--- src/rtl/hazard_ctrl_if.sv ---
// Pipeline-side bundle for the hazard controller: IF/ID instruction in,
// stall/flush controls and performance counters out.
interface hazard_ctrl_if #(
  parameter int unsigned CNT_W = 16
);
  logic [31:0]      instr_in;
  logic             instr_valid;
  logic             branch_taken;
  logic             reg2loc;
  logic             pc_write;
  logic             if_id_write;
  logic             id_ex_bubble;
  logic             if_id_flush;
  logic             id_ex_flush;
  logic             ex_mem_flush;
  logic [CNT_W-1:0] stall_cnt;
  logic [CNT_W-1:0] flush_cnt;

  modport master (
    output instr_in, instr_valid, branch_taken,
    input  reg2loc, pc_write, if_id_write, id_ex_bubble,
           if_id_flush, id_ex_flush, ex_mem_flush, stall_cnt, flush_cnt
  );

  modport slave (
    input  instr_in, instr_valid, branch_taken,
    output reg2loc, pc_write, if_id_write, id_ex_bubble,
           if_id_flush, id_ex_flush, ex_mem_flush, stall_cnt, flush_cnt
  );
endinterface

--- src/rtl/hazard_ctrl.sv ---
// LEGv8 5-stage hazard/sequencing controller: decodes IF/ID, tracks in-flight
// destinations (EX/MEM/WB), and issues stall, bubble and branch-flush controls.
module hazard_ctrl #(
  parameter bit          FORWARDING = 1'b1,
  parameter int unsigned CNT_W      = 16
) (
  input  logic       clk,
  input  logic       reset,
  hazard_ctrl_if.slave bus
);

  localparam logic [4:0]  XZR       = 5'd31;
  localparam logic [10:0] OP_ADD    = 11'b10001011000;
  localparam logic [10:0] OP_SUB    = 11'b11001011000;
  localparam logic [10:0] OP_AND    = 11'b10001010000;
  localparam logic [10:0] OP_ORR    = 11'b10101010000;
  localparam logic [10:0] OP_LDUR   = 11'b11111000010;
  localparam logic [10:0] OP_STUR   = 11'b11111000000;
  localparam logic [7:0]  OP_CBZ    = 8'b10110100;

  typedef struct packed {
    logic       v;
    logic [4:0] rd;
    logic       ld;
  } sb_entry_t;

  typedef enum logic [1:0] {
    RUN   = 2'd0,
    STALL = 2'd1,
    FLUSH = 2'd2
  } state_t;

  state_t     state, state_next;
  sb_entry_t  sb_ex, sb_mem, sb_wb, id_entry;
  logic       is_r, is_ldur, is_stur, is_cbz;
  logic [4:0] src1, src2;
  logic       use1, use2;
  logic       sel_rt, hazard, stall, issue;
  logic [CNT_W-1:0] stall_cnt_q, flush_cnt_q;

  // WB is tracked for completeness; the register file writes before it is read.
  logic unused_sb;
  assign unused_sb = ^{sb_wb, bus.instr_in[15:10]};

  function automatic logic hits(sb_entry_t e, logic [4:0] s1, logic u1,
                                logic [4:0] s2, logic u2);
    return e.v & ((u1 & (e.rd == s1)) | (u2 & (e.rd == s2)));
  endfunction

  // Decode of the instruction held in IF/ID
  always_comb begin
    is_r     = (bus.instr_in[31:21] == OP_ADD) || (bus.instr_in[31:21] == OP_SUB) ||
               (bus.instr_in[31:21] == OP_AND) || (bus.instr_in[31:21] == OP_ORR);
    is_ldur  = (bus.instr_in[31:21] == OP_LDUR);
    is_stur  = (bus.instr_in[31:21] == OP_STUR);
    is_cbz   = (bus.instr_in[31:24] == OP_CBZ);
    sel_rt   = bus.instr_valid & (is_stur | is_cbz);
    src1     = bus.instr_in[9:5];
    src2     = sel_rt ? bus.instr_in[4:0] : bus.instr_in[20:16];
    use1     = bus.instr_valid & (is_r | is_ldur | is_stur) & (src1 != XZR);
    use2     = bus.instr_valid & (is_r | is_stur | is_cbz) & (src2 != XZR);
    id_entry.v  = bus.instr_valid & (is_r | is_ldur) & (bus.instr_in[4:0] != XZR);
    id_entry.rd = bus.instr_in[4:0];
    id_entry.ld = is_ldur;
  end

  // RAW detection; a flushed IF/ID never stalls
  always_comb begin
    hazard = 1'b0;
    if (FORWARDING)
      hazard = sb_ex.ld & hits(sb_ex, src1, use1, src2, use2);
    else
      hazard = hits(sb_ex, src1, use1, src2, use2) | hits(sb_mem, src1, use1, src2, use2);
    if (state == FLUSH)
      hazard = 1'b0;
  end

  assign stall = bus.instr_valid & hazard & ~bus.branch_taken;
  assign issue = bus.instr_valid & ~stall & ~bus.branch_taken;

  always_ff @(posedge clk or posedge reset) begin
    if (reset) state <= RUN;
    else       state <= state_next;
  end

  always_comb begin
    state_next       = RUN;
    bus.reg2loc      = sel_rt;
    bus.pc_write     = 1'b1;
    bus.if_id_write  = 1'b1;
    bus.id_ex_bubble = 1'b0;
    bus.if_id_flush  = 1'b0;
    bus.id_ex_flush  = 1'b0;
    bus.ex_mem_flush = 1'b0;
    if (bus.branch_taken) begin
      state_next       = FLUSH;
      bus.if_id_flush  = 1'b1;
      bus.id_ex_flush  = 1'b1;
      bus.ex_mem_flush = 1'b1;
    end else if (stall) begin
      state_next       = STALL;
      bus.pc_write     = 1'b0;
      bus.if_id_write  = 1'b0;
      bus.id_ex_bubble = 1'b1;
    end
  end

  // In-flight destination scoreboard
  always_ff @(posedge clk or posedge reset) begin
    if (reset) begin
      sb_ex  <= '0;
      sb_mem <= '0;
      sb_wb  <= '0;
    end else begin
      sb_wb  <= sb_mem;
      sb_mem <= bus.branch_taken ? sb_entry_t'(7'd0) : sb_ex;
      sb_ex  <= issue ? id_entry : sb_entry_t'(7'd0);
    end
  end

  // Saturating performance counters
  always_ff @(posedge clk or posedge reset) begin
    if (reset) begin
      stall_cnt_q <= '0;
      flush_cnt_q <= '0;
    end else begin
      if (stall && (stall_cnt_q != {CNT_W{1'b1}}))
        stall_cnt_q <= stall_cnt_q + CNT_W'(1);
      if (bus.branch_taken && (flush_cnt_q != {CNT_W{1'b1}}))
        flush_cnt_q <= flush_cnt_q + CNT_W'(1);
    end
  end

  assign bus.stall_cnt = stall_cnt_q;
  assign bus.flush_cnt = flush_cnt_q;

endmodule

--- src/flat_wrapper.sv ---
// flat-port wrapper written by rule: the top's interface ports become plain ports
module hazard_ctrl_flat 
#(
  parameter bit          FORWARDING = 1'b1,
  parameter int unsigned CNT_W      = 16
)
  (clk, reset, bus_instr_in, bus_instr_valid, bus_branch_taken, bus_reg2loc, bus_pc_write, bus_if_id_write, bus_id_ex_bubble, bus_if_id_flush, bus_id_ex_flush, bus_ex_mem_flush, bus_stall_cnt, bus_flush_cnt);
  hazard_ctrl_if #(.CNT_W(CNT_W)) bus_i ();
  input  logic clk;
  input  logic reset;
  input wire logic [$bits(bus_i.instr_in)-1:0] bus_instr_in;
  input wire logic [$bits(bus_i.instr_valid)-1:0] bus_instr_valid;
  input wire logic [$bits(bus_i.branch_taken)-1:0] bus_branch_taken;
  output wire logic [$bits(bus_i.reg2loc)-1:0] bus_reg2loc;
  output wire logic [$bits(bus_i.pc_write)-1:0] bus_pc_write;
  output wire logic [$bits(bus_i.if_id_write)-1:0] bus_if_id_write;
  output wire logic [$bits(bus_i.id_ex_bubble)-1:0] bus_id_ex_bubble;
  output wire logic [$bits(bus_i.if_id_flush)-1:0] bus_if_id_flush;
  output wire logic [$bits(bus_i.id_ex_flush)-1:0] bus_id_ex_flush;
  output wire logic [$bits(bus_i.ex_mem_flush)-1:0] bus_ex_mem_flush;
  output wire logic [$bits(bus_i.stall_cnt)-1:0] bus_stall_cnt;
  output wire logic [$bits(bus_i.flush_cnt)-1:0] bus_flush_cnt;
  assign bus_i.instr_in = bus_instr_in;
  assign bus_i.instr_valid = bus_instr_valid;
  assign bus_i.branch_taken = bus_branch_taken;
  assign bus_reg2loc = bus_i.reg2loc;
  assign bus_pc_write = bus_i.pc_write;
  assign bus_if_id_write = bus_i.if_id_write;
  assign bus_id_ex_bubble = bus_i.id_ex_bubble;
  assign bus_if_id_flush = bus_i.if_id_flush;
  assign bus_id_ex_flush = bus_i.id_ex_flush;
  assign bus_ex_mem_flush = bus_i.ex_mem_flush;
  assign bus_stall_cnt = bus_i.stall_cnt;
  assign bus_flush_cnt = bus_i.flush_cnt;
  hazard_ctrl #(.FORWARDING(FORWARDING), .CNT_W(CNT_W)) u_core (.clk(clk), .reset(reset), .bus(bus_i));
endmodule
--- config.mk ---
export PLATFORM = sky130hd
export DESIGN_NAME = hazard_ctrl_flat
export DESIGN_NICKNAME = d
export VERILOG_FILES = /design/src/rtl/hazard_ctrl_if.sv /design/src/rtl/hazard_ctrl.sv /design/src/flat_wrapper.sv
export SDC_FILE = /design/constraint.sdc
export NUM_CORES = 1
export LEC_CHECK = 0
export ABC_AREA = 1
export CAP_MARGIN = 20
export CORE_UTILIZATION = 43
export DETAILED_ROUTE_END_ITERATION = 8
export GPL_ROUTABILITY_DRIVEN = 0
export PLACE_DENSITY = 0.83
export SYNTH_ARGS = -nofsm -noshare
export SYNTH_HDL_FRONTEND = slang
export SYNTH_SLANG_ARGS = --single-unit
--- constraint.sdc ---
create_clock -name clk -period 1.81 [get_ports clk]
set_input_delay 0.2715 -clock clk [delete_from_list [all_inputs] [get_ports clk]]
set_output_delay 0.2715 -clock clk [all_outputs]
set_load 0.01 [all_outputs]
# Word level (Yosys, flattened, before mapping)

Index checks and enable logic that the tools add are counted.

Bits in registers: 41
Bits in latches: 0
Memory bits (writable): 0
Bits in read-only memories: 0
Input port bits: 36
Output and inout bits: 39
Logic and storage cells: 61
Memories: 0

Add/sub/neg operators: 2
Multipliers: 0
Divide/modulo/power cells: 0
$lt $le $gt $ge: 0
Eq/ne operators: 15
Shift operators: 0
Multiplexer cells: 10
Bitwise operators: 23
Reduce and logical (&&, ||, !) cells: 5

Operators by type and width:

| kind                                                            | number |
|---|---|
| 11-bit equality test, second input constant                     | 6 |
| 16-bit by 1-bit adder with 16-bit output, second input constant | 2 |
| 16-bit != test, second input constant                           | 2 |
| 1-bit AND                                                       | 15 |
| 5-bit != test, second input constant                            | 3 |
| 5-bit equality test                                             | 2 |
| 8-bit equality test, second input constant                      | 1 |
| 1-bit 2-to-1 mux                                                | 7 |
| 7-bit 2-to-1 mux                                                | 1 |
| 1-bit OR                                                        | 6 |
| 5-bit 2-to-1 mux                                                | 1 |
| 1-bit logical OR                                                | 3 |
| 2-bit equality test, second input constant                      | 1 |
| 1-bit logical AND                                               | 2 |
| 2-bit 2-to-1 mux                                                | 1 |
| 1-bit inverter                                                  | 2 |

# Logic depth before layout (Yosys ltp)

Depth in word-level cells: 19
Mapped depth: 18
Gate-level depth less buffers: 18

# Worst setup path after synthesis

Ideal clock, no wire load.

Path kind: flip-flop to flip-flop
Start point: reg u_core.stall_cnt_q[0] (netlist: u_core.bus.stall_cnt[0])
End point: reg u_core.stall_cnt_q[14] (netlist: u_core.bus.stall_cnt[14])
Library setup time: 0.113 ns
Arrival time: 1.875 ns
Data required time: 1.697 ns
Path slack: -0.179 ns
Stages on the path, launching flop included: 14
Buffers on the path: 0
Clock period less this slack: 1.989 ns
Cell sequence: dfrtp_1 > ha_1 > nand3_1 > nor3_1 > inv_1 > nor3_1 > nand2_1 > inv_1 > nor2_1 > nand2_1 > nor4_1 > nand4_1 > nand2_1 > inv_1

Longest elaborated chain between the ends: 2
Elaborated cells on any way between the ends: 3
Those cells by class: add/sub: 1; eq/ne: 1; reduce/logical: 1

Ends and longest elaborated chain:

| what                                                                                             | RTL line           | source |
|---|---|---|
| start: declaration                                                                               | hazard_ctrl.sv:39  | `logic [CNT_W-1:0] stall_cnt_q, flush_cnt_q;` |
| start signal: assignment                                                                         | hazard_ctrl.sv:128 | `stall_cnt_q <= stall_cnt_q + CNT_W'(1);` |
| parallel branches: the longest is 2 deep, another holds 16-bit by 1-bit adder with 16-bit output | n/a                |  |

Parallel ways; which one is timed is not known.
A chain may end at the register's enable or synchronous reset.

# Worst setup path in the final report

Start point: in bus_instr_in[24]
End point: out bus_id_ex_bubble

Longest elaborated chain between the ends: 17
Elaborated cells on any way between the ends: 33
Those cells by class: eq/ne: 9; mux: 4; bitwise: 17; reduce/logical: 3

Ends and longest elaborated chain:

| what                                                                         | RTL line           | source |
|---|---|---|
| start: declaration                                                           | flat_wrapper.sv:11 | `input wire logic [$bits(bus_i.instr_in)-1:0] bus_instr_in;` |
| parallel branches: the longest is 9 deep, another holds 11-bit equality test | n/a                |  |
| 1-bit OR (*)                                                                 | hazard_ctrl.sv:47  | `return e.v & ((u1 & (e.rd == s1)) \| (u2 & (e.rd == s2)));` |
| 1-bit AND (*)                                                                | hazard_ctrl.sv:47  |  |
| 1-bit AND (*)                                                                | hazard_ctrl.sv:71  | `hazard = sb_ex.ld & hits(sb_ex, src1, use1, src2, use2);` |
| 1-bit 2-to-1 mux (*)                                                         | hazard_ctrl.sv:74  | `if (state == FLUSH)` |
| 1-bit AND (*) (2 in series)                                                  | hazard_ctrl.sv:78  | `assign stall = bus.instr_valid & hazard & ~bus.branch_taken;` |
| 1-bit 2-to-1 mux (*)                                                         | hazard_ctrl.sv:100 | `end else if (stall) begin` |
| 1-bit 2-to-1 mux (*)                                                         | hazard_ctrl.sv:95  | `if (bus.branch_taken) begin` |
| end: declaration                                                             | flat_wrapper.sv:17 | `output wire logic [$bits(bus_i.id_ex_bubble)-1:0] bus_id_ex_bubble;` |

Every way passes the cells marked *.

==> results.txt <==
----------------------------------------------------
[STA]
  Setup repair after global routing missed its margin ... true
  Final critical-path share of the clock period ... 119%
  Headroom to the max-slew limit ... a little over three fifths
  Final Hold Viols ... 0
  Achievable Freq ... 465 MHz
  Actual transition at the worst max-transition pin ... 0.548 ns
  Setup-violating endpoint count in the final report ... 28
  Final worst hold slack ... 0.306 ns
  Post-Route Skew ... 0.00424 ns
  Final count of pins violating max slew ... 0
  Setup slack after layout ... -0.340 ns
  Period minus WS final ... 2.15 ns

[Power and ir drop]
  Clock network fraction of total power ... approximately a quarter
  Max IR drop VDD ... 0.879 mV
  Sw Share ... 31.8%
  Share of total power in sequential cells ... roughly two fifths
  Switching pwr ... 841 uW
  Static leakage power ... roughly 2.2 nW
  Int Power ... 1.80 mW
  Power, Total ... 2.64 mW
  Fraction of power consumed by combinational cells ... between 30% and 40%
  Pwr/cell area ... 571 nW/um^2

[Critical path]
  Highest fanout seen on the critical path ... 7
  Kind of end point of the critical path ... output port
  Arrival time of the worst setup path ... roughly 1.9 ns
  Element type at the critical path start ... input port
  Longest individual stage delay on the worst path ... 0.15 ns
  Worst Setup Path Type ... in2out
  Crit-path slowest cell ... sky130_fd_sc_hd__nand2_8
  Critical path, cell by cell ... buf_6 > inv_8 > nand2_4 > nor2_4 > nand3_4 > nand2_8 > buf_6 > nand3_1 > nand3_2 > nand2_2 > nand3_2 > nor2_2 > nand2_2 > nand2_8 > nand2_8 > inv_4 > buf_6
  Critical Path RT ... 1.54 ns

[Cells and area]
  ANT cells ... 0
  Multi-input gate area ... approximately 1800 um^2
  Layout cells sized above 1 ... 43.7%
  Count of filler cells inserted in the layout ... roughly 300
  Non-filler instance count after layout ... 559
  Seq. cell area ... 1030 um^2
  Area growth from synthesis to final layout ... 78.6%
  Number of nets at the end of the flow ... 524
  Post-Route Utilization ... about four fifths

[CTS]
  Clock buffer depth ... 2
  Master cell of the clock root buffer ... sky130_fd_sc_hd__clkbuf_8
  CTS tree ... built
  Number of H-tree levels ... 2
  # clock sinks ... 41
  Clock-pin slew of the registers on the worst-case setup and hold paths ... 0.08 ns
  Clk_lat worst skew ... 0.29 ns
  Number of buffers inserted during clock tree synthesis ... 5

[Yosys]
  Fraction of the yosys area taken by sequential cells ... 39.6%
  Fraction of the mapped netlist area in compound gates ... 2.75%
  Share of cell area taken by muxes after synthesis ... 0.435%
  Avg Cell Area, Syn ... ~7.6 um^2
  Post-Synth Adder-Cell Area ... 0.966%
  Synth Area in XOR/XNOR ... 6.09%
  Library cells used by synthesis ... 31
  Warning count from the yosys run ... 0
  Number of nets produced by synthesis ... 380
  Total of flip-flops plus latches after synthesis ... 41
  Combinational family with the most area after synthesis ... simple AND/OR/NAND/NOR gates
  Simple-gate share of the synthesized area ... 39.5%
  Gate Count Post-Synth ... 342
  Post-Synthesis Cell Area ... 2590 um^2

[Floorplan]
  Die Width ... 79.6 um
  Top-level port count ... 75
  Vert. Die Dim ... 79.6 um
  Num rows ... 27
  Floorplan Core Area ... roughly 5600 um^2
  Initial core utilization ... 45.9%
  Die outline area ... 6340 um^2

[Global routing]
  Antenna violations before repair ... 0
  GRT overflow ... 0
  Vias in the first global route ... 2838
  Global-route usage over all layers ... 24.8%
  Global-route wire length before repair ... 12400 um
  Largest net degree at the start of global routing ... 32

[Run]
  Number of max-cap violations ... 0

[Place]
  Final HPWL from detailed placement ... slightly above 5000 um
  Cell count after placement ... around 520
  Post-Place Setup Slack ... -1.23 ns
  Buffers added on ports ... 68

[Routing]
  Detailed Route Iter0 Violations ... 182
  Via count normalized by instance count ... ~5.5
  Number of optimization iterations in the first detailed-route pass ... 4
  Post-DRT Antenna Nets ... 0
  Via count ... between 3000 and 4000
  Count of unresolved DRC violations after routing ... 0
  Final wirelength ... 9600 um
  Drt wl/cell ... about 17 um

[Outcome]
  Status ... finished with violations
  Violated checks ... negative setup slack

[Min path]
  Tightest Hold Check Type ... in2async

----------------------------------------------------
## metrics by stage
step                cell area [um^2]  setup TNS, ns
finish                          4630          -3.35
global route                    4630          -6.03
CTS                             4070          -2.29
detailed placement              3770         -24.54
global placement                3770         -22.17
floorplan                       2700        -0.0653
## cells in the mapped netlist (all sizes together)
cell	count	area [um^2]
a211oi	2	15.0
a21oi	3	26.3
and2	1	6.26
and3	1	6.26
buf	8	66.3
clkbuf	2	7.51
dfrtp	41	1030
ha	2	25.0
inv	54	203
mux2	1	11.3
nand2	91	395
nand3	45	283
nand4	17	106
nor2	33	134
nor3	12	60.1
nor4	5	31.3
o21ai	6	30.0
xnor2	8	70.1
xor2	10	87.6
## power by group through the flow
stage	clock, mW	sequential [mW]	combinational (mW)
5_1_grt	0.714	1.10	0.939
4_1_cts	0.680	1.07	0.741
6_report	0.666	1.09	0.884
3_3_place_gp	0	1.09	0.652
2_1_floorplan	0	1.13	0.231
3_5_place_dp	0	1.09	0.672
## per-layer routing
layer	routed length, um	track usage [%]	vias up	part of all wire (%)
li1	-	-	1385	-
met1	3680	27.5	1503	38
met2	5200	46.8	126	54
met3	373	3.54	41	3.9
met4	335	10.4	0	3.5
met5	0	0	-	0
## path summary, 6_finish.rpt
check / from / endpoint / slack (ns) / cells after the start
min reg2reg: u_core.bus.stall_cnt[15] / u_core.bus.stall_cnt[15] / 0.50 / 2
min in group clk: u_core.bus.stall_cnt[15] / u_core.bus.stall_cnt[15] / 0.50 / 2
max reg2reg: u_core.bus.stall_cnt[0] / u_core.bus.stall_cnt[14] / -0.18 / 12
max: bus_instr_in[24] / bus_id_ex_bubble / -0.34 / 17
min: reset / u_core.state[0] / 0.31 / 3
max in group asynchronous: reset / u_core.bus.stall_cnt[9] / 1.11 / 3
## cell usage in the layout (no fill, tap or decap), types with 3 or more instances in the layout
cell type / instances
sky130_fd_sc_hd__buf_4: 66
sky130_fd_sc_hd__nand2_1: 53
sky130_fd_sc_hd__clkdlybuf4s50_1: 52
sky130_fd_sc_hd__inv_1: 44
sky130_fd_sc_hd__dfrtp_1: 41
sky130_fd_sc_hd__nand2_2: 20
sky130_fd_sc_hd__nand3_2: 20
sky130_fd_sc_hd__nand3_1: 20
sky130_fd_sc_hd__nor2_1: 18
sky130_fd_sc_hd__nand4_1: 17
sky130_fd_sc_hd__buf_6: 17
sky130_fd_sc_hd__nand2_4: 13
sky130_fd_sc_hd__xor2_1: 9
sky130_fd_sc_hd__nor2_2: 8
sky130_fd_sc_hd__nor2_4: 7
sky130_fd_sc_hd__clkbuf_8: 7
sky130_fd_sc_hd__nand2_8: 6
sky130_fd_sc_hd__nand3_4: 5
sky130_fd_sc_hd__nor3_1: 5
sky130_fd_sc_hd__xnor2_1: 5
sky130_fd_sc_hd__inv_2: 4
sky130_fd_sc_hd__nor3_2: 4
sky130_fd_sc_hd__inv_4: 3
sky130_fd_sc_hd__xnor2_2: 3
sky130_fd_sc_hd__nor3_4: 3
sky130_fd_sc_hd__o21ai_1: 3
sky130_fd_sc_hd__buf_2: 3
## flip-flops by register name, summed over array words and instances, names as in the netlist
register,count
u_core.bus.stall_cnt,16
u_core.sb_ex,7
u_core.state,2
u_core.bus.flush_cnt,16
## critical path, delay by kind of cell
family	cells	cell delay (ns)
AND/OR/NAND/NOR	12	1.13
buffers and inverters	5	0.46
## timing repair
action	CTS	global route
resized for setup	95	95
buffers inserted	15	11
gates cloned	1	3
pin swaps	25	51
setup endpoints to repair	31	37
hold buffers	0	0
## cells by family (layout without fill, tap and decap cells)
family | count (synthesis) | after routing
flip-flops | 41 | 41
multiplexers | 1 | 1
buffers and inverters | 64 | 208
AO/OA/AOI/OAI | 11 | 11
AND/OR/NAND/NOR | 205 | 206
XOR/XNOR | 18 | 18
adder cells (fa/ha/maj) | 2 | 2
## cell type report
class                      instances  area share, %
inverter                          54           5.14
multi-input combinational        238           39.1
clock buffer                       7           2.08
clock inverter                     1          0.108
tap                               72           1.95
sequential                        41           22.2
timing repair buffer             146           29.4
Power figures use the tool's default switching activity.
